===== config.mk =====
export PLATFORM = sky130hd
export DESIGN_NAME = core_sequencer
export DESIGN_NICKNAME = d
export VERILOG_FILES = /design/src/rtl/core_sequencer.sv
export SDC_FILE = /design/constraint.sdc
export NUM_CORES = 1
export LEC_CHECK = 0
export BUFFER_PORTS_ARGS = -buffer_cell sky130_fd_sc_hd__buf_2
export CAP_MARGIN = 20
export CORE_MARGIN = 2
export CORE_UTILIZATION = 50
export DETAILED_ROUTE_END_ITERATION = 16
export PLACE_DENSITY = 0.8
export SYNTH_ARGS = -nofsm -noshare
export SYNTH_HDL_FRONTEND = slang
export SYNTH_SLANG_ARGS = --single-unit

===== constraint.sdc =====
create_clock -name clk -period 4.8 [get_ports clk]
set_clock_uncertainty 0.15 [all_clocks]
set_input_delay 0.48 -clock clk [delete_from_list [all_inputs] [get_ports clk]]
set_output_delay 0.48 -clock clk [all_outputs]
set_load 0.02 [all_outputs]

===== src/rtl/core_sequencer.sv =====
// rtl/core_sequencer.sv - fetch/decode/execute/writeback sequencer with trap handling
module core_sequencer #(
    parameter logic [31:0] RESET_PC      = 32'h0000_0000,
    parameter int          FETCH_TIMEOUT = 16
) (
    input  logic        clk,
    input  logic        rst_n,
    input  logic        run,
    output logic        imem_req,
    output logic [31:0] imem_addr,
    input  logic        imem_ack,
    input  logic [31:0] imem_rdata,
    output logic [31:0] instr,
    input  logic        dec_we,
    input  logic        dec_error,
    output logic        exec_en,
    output logic        rf_we,
    output logic [31:0] pc,
    output logic        halt,
    output logic [1:0]  trap_cause,
    output logic [31:0] instret
);

    // Counter holds the number of ack-less FETCH cycles already completed,
    // so the last permitted cycle is seen when it equals FETCH_TIMEOUT-1.
    localparam int             CW       = $clog2(FETCH_TIMEOUT);
    localparam logic [CW-1:0]  TMO_LAST = CW'(FETCH_TIMEOUT - 1);

    typedef enum logic [2:0] {
        S_IDLE,
        S_FETCH,
        S_DECODE,
        S_EXEC,
        S_WB,
        S_TRAP
    } state_t;

    state_t        state;
    state_t        state_nx;
    logic [CW-1:0] tmo_cnt;
    logic          we_q;

    // State register
    always_ff @(posedge clk) begin
        if (!rst_n) begin
            state <= S_IDLE;
        end else begin
            state <= state_nx;
        end
    end

    // Next-state selection and state-decoded outputs
    always_comb begin
        state_nx = state;
        imem_req = 1'b0;
        exec_en  = 1'b0;
        rf_we    = 1'b0;
        halt     = 1'b0;
        case (state)
            S_IDLE: begin
                if (run) begin
                    state_nx = S_FETCH;
                end
            end
            S_FETCH: begin
                imem_req = 1'b1;
                if (imem_ack) begin
                    state_nx = S_DECODE;
                end else if (tmo_cnt == TMO_LAST) begin
                    state_nx = S_TRAP;
                end
            end
            S_DECODE: begin
                state_nx = dec_error ? S_TRAP : S_EXEC;
            end
            S_EXEC: begin
                exec_en  = 1'b1;
                state_nx = S_WB;
            end
            S_WB: begin
                rf_we    = we_q;
                state_nx = run ? S_FETCH : S_IDLE;
            end
            S_TRAP: begin
                halt = 1'b1;
            end
            default: begin
                state_nx = S_IDLE;
            end
        endcase
    end

    assign imem_addr = pc;

    // Datapath registers: instruction latch, timeout counter, trap cause, pc and retire count
    always_ff @(posedge clk) begin
        if (!rst_n) begin
            pc         <= RESET_PC;
            instr      <= 32'h0;
            instret    <= 32'h0;
            trap_cause <= 2'b00;
            tmo_cnt    <= '0;
            we_q       <= 1'b0;
        end else begin
            case (state)
                S_FETCH: begin
                    if (imem_ack) begin
                        instr   <= imem_rdata;
                        tmo_cnt <= '0;
                    end else if (tmo_cnt == TMO_LAST) begin
                        trap_cause <= 2'b10;
                    end else begin
                        tmo_cnt <= tmo_cnt + 1'b1;
                    end
                end
                S_DECODE: begin
                    if (dec_error) begin
                        trap_cause <= 2'b01;
                    end else begin
                        we_q <= dec_we;
                    end
                end
                S_WB: begin
                    pc      <= pc + 32'd4;
                    instret <= instret + 32'd1;
                end
                default: begin
                end
            endcase
        end
    end

endmodule


==> impl_metrics.toml, run 1 <==
[worst_setup_path]
cp_cell_sequence = "nor3b_2 -> nand3_1 -> or4_1 -> a21oi_1"
timing.rr.start = "state[2]"
r2r_end = "imem_addr[21]"
r2r_cells = 4
cp-endpoint = "imem_addr[21]"
worst_ep_required_time_ns = 4.94
crit_type = "register to register"
start_kind = "register"
cp.arrival_ns = 2.96
critPathMaxStageDelay_ns = 0.75
critPathLaunch = "state[2]"
cp-end-kind = "register"
cp_slowest_cell = "nor3b_2"
r2r_slack_ns = 1.98
critPathMaxFanout = 14

[yosys]
netlist.area_leader.share_pct = 43.42
yosys_warnings = 0
netlist_top_cells_area = "dfxtp_1 43%, nand2_1 7.6%, a21oi_1 7.0%, buf_4 5.5%, nor2_1 2.7%"
netlist_area_um2 = 4795
synth_cell_types = 43
synthFlopType = "dfxtp_1"
ys_seq_area_share_pct = 43.42
synthCells = 582
syn_area_per_cell_um2 = 8.238
synth-async-reset-ratio_pct = 0
yosys_register_bits = 104
synth_area_leader_cell = "dfxtp_1"
synth_edf_count = 0

[layout]
drive_above_1_share_pct = 27.45
multi_input_area_um2 = 2316
antenna_cells = 0
fin_area_um2 = 5673
layout.nets = 739
register_area_um2 = 2082
areaGrowthSynthToFinish_pct = 18.32
fill_cells = 851

[pwr]
power_w = 0.001609
power_density_nw_per_um2 = 283.5
power_leakage_nw = 2.384
ir_drop_uv = 173.6

[routing]
viasPerCell = 5.475
drt_first_pass_iters = 4
wl_per_cell_um = 13.78
finalWirelength_mm = 11.47
drc = 0
drt_iter0_drc = 188
antenna_left = 0
via_count = 4555

[run]
cap_violations = 0

[sta]
slew_violations = 0
tns_ns = 0
min_period_ns = 2.819
hold_violations = 0
min_period_over_period_pct = 58.74
max_slew_margin_pct = 35.23
worst_pin_slew_ns = 0.9702
rsz0062_at_grt = "no"
setup_violations = 0
max_clock_freq_mhz = 354.7

[clock_network]
clockBufferDepth = 2
root_buffer = "clkbuf_8"
clkSinkCount = 104
numCtsBuffers = 9
postCtsSetupRepairBufs = 0
postCtsHoldBufs = 0
path_clk_slew_ns = 0.10
worst_skew_pair.late_latency_ns = 0.36
cts_tree = "built"
htree_levels = 3
post_cts_resized = 0

[global_routing]
grt_pass1_wl_mm = 18.20
grt_use_total_pct = 21.30
overflow = 0
grt_max_degree = 58
grt_pass1_vias = 3915
antenna_found_initial = 0

[place]
hpwl_mm = 8.067
gp_congestion = 0.8748
port_buffers = 167
placed_area_um2 = 5444

[hold_path]
hold_class = "primary input to register"

[floorplanning]
coreArea_um2 = 9284
die_w_um = 101.9
row_count = 35
die_area_um2 = 10390
io_pins = 172
die_h_um = 101.9
initial_utilization_pct = 51.64

[outcome]
outcome = "finished clean"
[cell usage after synthesis, drive strengths merged (4+ instances only)]
cell and n:
dfxtp 104, o41ai 8, or3 11, nand3 25
nand2b 6, o21a 6, a21oi 67, xnor2 12
buf 38, clkbuf 30, o311ai 4, nand4 20
or4b 4, xor2 13, nand2 97, inv 7
and3 7, o31ai 15, nor3 8, nor2 34
or4 16, and4 12, o21ai 11, nor4 4
[how the worst min path moves through the flow]
stage                         from         end  slack, ns  cells past startpoint
detailed placement       instr[16]   instr[16]       0.29                      2
global route         imem_rdata[0]    instr[0]       0.19                      3
floorplan               tmo_cnt[1]  tmo_cnt[1]       0.29                      2
CTS                 imem_rdata[13]   instr[13]       0.19                      3
finish              imem_rdata[31]   instr[31]       0.20                      3
global placement          instr[4]    instr[4]       0.29                      2
[power breakdown]
group	internal, W	switching (W)	leakage [nW]
sequential	0.000878	0.0000125	0.840
clock	0.000300	0.000306	0.115
combinational	0.0000382	0.0000742	1.43
total	0.00122	0.000392	2.38
[layer usage]
| layer | track usage, % | vias up | wire length, um |
|---|---|---|---|
| li1 | - | 2268 | - |
| met1 | 28.17 | 2113 | 4987 |
| met2 | 35.07 | 163 | 5493 |
| met3 | 5.540 | 11 | 848 |
| met4 | 5.026 | 0 | 136 |
| met5 | 0 | - | 0 |
[kinds of logic after synthesis]
kind of cell	after synthesis	share of synthesized area, %
buffers and inverters	75	8.664
other	1	0.07821
XOR/XNOR	25	4.567
flip-flops	104	43.42
adder cells (fa/ha/maj)	3	0.7830
multiplexers	3	0.6263
AO/OA/AOI/OAI	112	13.83
AND/OR/NAND/NOR	259	28.03
[layout make-up]
| type | count | area share [%] |
|---|---|---|
| flip-flops and latches | 104 | 36.70 |
| clock inverters | 7 | 1.764 |
| inverters | 7 | 0.4632 |
| clock buffers | 9 | 2.184 |
| repair buffers | 170 | 15.22 |
| multi-input cells | 406 | 40.82 |
| well taps | 129 | 2.845 |
[state kept, by name, summed over array words and instances, names as in the netlist]
name and flops:
instr 32, instret 32, imem_addr 30, tmo_cnt 4, state 3, trap_cause 2, we_q 1
[layout by cell type (no fill, tap or decap), drive strengths merged, types with 7 or more instances in the layout]
cell type,n
a21oi,67
and3,7
and4,12
buf,170
clkbuf,9
dfxtp,104
inv,10
nand2,97
nand3,25
nand4,20
nor2,34
nor3,8
o21ai,11
o31ai,15
o41ai,8
or3,11
or4,16
xnor2,12
xor2,13
[stage by stage]
stage	util, %	hold WS (ns)	cells	setup WS [ns]
after global placement	58.48	0.2892	814	1.641
after floorplan	-	0.2944	585	2.503
after detailed placement	58.64	0.2931	815	1.452
final	61.11	0.2042	832	1.981
after global routing	61.11	0.1885	832	1.686
after CTS	61.05	0.1912	831	1.447
[critical path, delay by kind of cell, from the launching register on]
family	cells	cell delay (ns)
AOI/OAI and AO/OA	1	0.15
DFF	1	0.48
and+or+nand+nor	3	1.98
Note: power is estimated with default switching activity, not from simulation.
==> run 2, diff against run 1 <==
Settings changed: ABC_AREA from default to 1, PLACE_DENSITY 0.8 to 0.79.
Clock period 4.8 ns to 2.84 ns, I/O delays scaled along.
==> impl_metrics.toml, run 2 <==
[worst_setup_path]
crit_family = "simple AND/OR/NAND/NOR gates"
r2r_end = "instr[14]"
path_buf_inv = 2
worst_ep_required_time_ns = 2.99
crit_type = "register to register"
cp-end-kind = "register"
start_kind = "register"
path_depth = 6
timing.rr.start = "state[0]"
cp_slowest_cell = "inv_2"
r2r_slack_ns = 0.84
cp-endpoint = "instr[14]"
critPathMaxStageDelay_ns = 0.48
critPathLaunch = "state[0]"
cp.arrival_ns = 2.15
r2r_cells = 6
cp_cell_sequence = "inv_2 -> nor3_4 -> nand2_4 -> inv_2 -> nor2_1 -> nor2_1"
critPathMaxFanout = 36

[yosys]
netlist_area_um2 = 5219
synthCells = 777
synth.most_common_cell = "nor2_1"
synth_compound_area_share_pct = 9.902
synthAdderAreaFrac_pct = 0.7193
yosys_register_bits = 104
synth_area_leader_cell = "dfxtp_1"
synthFlopType = "dfxtp_1"
synth_top_family_by_area = "simple AND/OR/NAND/NOR gates"
netlist_top_cells_area = "dfxtp_1 40%, nor2_1 14%, nand2_1 10%, o21ai_0 5.6%, inv_1 5.0%"
synth-async-reset-ratio_pct = 0
synth-simple-area-share_pct = 35.60
ys_seq_area_share_pct = 39.89
syn_area_per_cell_um2 = 6.717
synth_xor_area_share_pct = 1.678
synthMuxAreaShare_pct = 0
netlist.area_leader.share_pct = 39.89
synth_cell_types = 30
synth_edf_count = 0
synthTopCellsByCount = "192 x nor2_1, 139 x nand2_1, 104 x dfxtp_1"
yosys_warnings = 0

[clock_network]
clkSinkCount = 104
cts_tree = "built"
postCtsSetupRepairBufs = 0
numCtsBuffers = 9
root_buffer = "clkbuf_8"
clockBufferDepth = 2
path_clk_slew_ns = 0.10
htree_levels = 3
worst_skew_pair.late_latency_ns = 0.37

[sta]
max_clock_freq_mhz = 499.1
rsz0062_at_grt = "no"
max_slew_margin_pct = 48.78
tns_ns = 0
worst_slack_ns = 0.8364
worst_pin_slew_ns = 0.7674
slew_violations = 0
min_period_ns = 2.004
hold_violations = 0
setup_violations = 0
min_period_over_period_pct = 70.55

[place]
port_buffers = 167
placed_area_um2 = 5892
gp_congestion = 0.8929
dp_worst_setup_slack_ns = 0.8428
place_inst = 1032
hpwl_mm = 9.459

[outcome]
outcome = "finished clean"

[pwr]
combPwrFrac_pct = 17.3
power_w = 0.003252
p_int_w = 0.002290
power_density_nw_per_um2 = 528.8
power_leakage_nw = 2.890
p_sw_w = 0.0009622
clock_power_share_pct = 33.1
p_seq_share_pct = 49.6
ir_drop_uv = 321.4
switching_share_pct = 29.59

[hold_path]
hold_start = "imem_rdata[21]"
hold_class = "primary input to register"

[routing]
finalWirelength_mm = 12.84
drt_iter0_drc = 188
via_count = 5202
drc = 0
antenna_left = 0
drt_first_pass_iters = 5
viasPerCell = 4.954
wl_per_cell_um = 12.23

[global_routing]
antenna_found_initial = 0
overflow = 0
grt_use_total_pct = 23.03
grt_pass1_vias = 4662
grt_pass1_wl_mm = 21.41
grt_max_degree = 37

[layout]
fin_area_um2 = 6150
fin_cells = 1050
fill_cells = 1029
layout.nets = 950
areaGrowthSynthToFinish_pct = 17.84
final_common_cell = "nor2_1"
drive_above_1_share_pct = 22.21
antenna_cells = 0
final_cell_mix = "192 x nor2_1, 167 x buf_2, 139 x nand2_1"

[floorplanning]
coreArea_um2 = 10230
die_w_um = 106.2
die_area_um2 = 11270
die_h_um = 106.2
row_count = 37
io_pins = 172
initial_utilization_pct = 51.01

[run]
cap_violations = 0
## run 2: logic make-up after synthesis
kind of cell / count (synthesis)
flip-flops: 104
XOR/XNOR: 10
buffers and inverters: 126
adder cells (fa/ha/maj): 3
AND/OR/NAND/NOR: 432
AO/OA/AOI/OAI: 101
other: 1
## run 2: metal layers
layer	vias up	track usage, %	share of wire (%)
li1	2702	-	-
met1	2327	29.36	45
met2	148	39.19	48
met3	25	3.372	5.4
met4	0	9.023	2.2
met5	-	0	0
## run 2: final cells by class
| class | instances | area (um2) | share of cell area [%] |
|---|---|---|---|
| Clock buffer | 11 | 151.4 | 2.462 |
| Clock inverter | 5 | 86.33 | 1.404 |
| Inverter | 73 | 274.0 | 4.456 |
| Multi-Input combinational cell | 550 | 2515 | 40.90 |
| Sequential cell | 104 | 2082 | 33.86 |
| Tap cell | 136 | 170.2 | 2.767 |
| Timing Repair Buffer | 171 | 870.8 | 14.16 |
## run 2: tightest hold or removal path, cell delays in order
cell     delay (ns)
buf_2          0.07
o21ai_0        0.07
nor2_1         0.07
## run 2: worst min path at each step
stage / endpoint / cells past startpoint
final: instr[21] / 3
after global routing: instr[25] / 3
after CTS: instr[21] / 3
after detailed placement: we_q / 2
after global placement: we_q / 2
after floorplan: we_q / 2
## run 2: timing repair
| item | CTS | global route |
|---|---|---|
| hold buffers | 2 | 0 |
| hold endpoints to repair | 2 | 0 |
| resized for setup | 0 | 0 |
## run 2: per-stage QoR
step           hold WS (ns)  util [%]
2_1_floorplan        0.2800         -
3_3_place_gp         0.2968     57.59
3_5_place_dp         0.3062     57.59
4_1_cts            0.001644     60.11
5_1_grt             0.01592     60.11
6_report           0.008622     60.11
## run 2: power groups by stage
stage / Sequential [W] / Clock, W / Combinational [W]
2_1_floorplan: 0.00174 / 0 / 0.000316
3_3_place_gp: 0.00165 / 0 / 0.000549
3_5_place_dp: 0.00165 / 0 / 0.000562
4_1_cts: 0.00161 / 0.00109 / 0.000566
5_1_grt: 0.00163 / 0.00114 / 0.000634
6_report: 0.00161 / 0.00108 / 0.000562
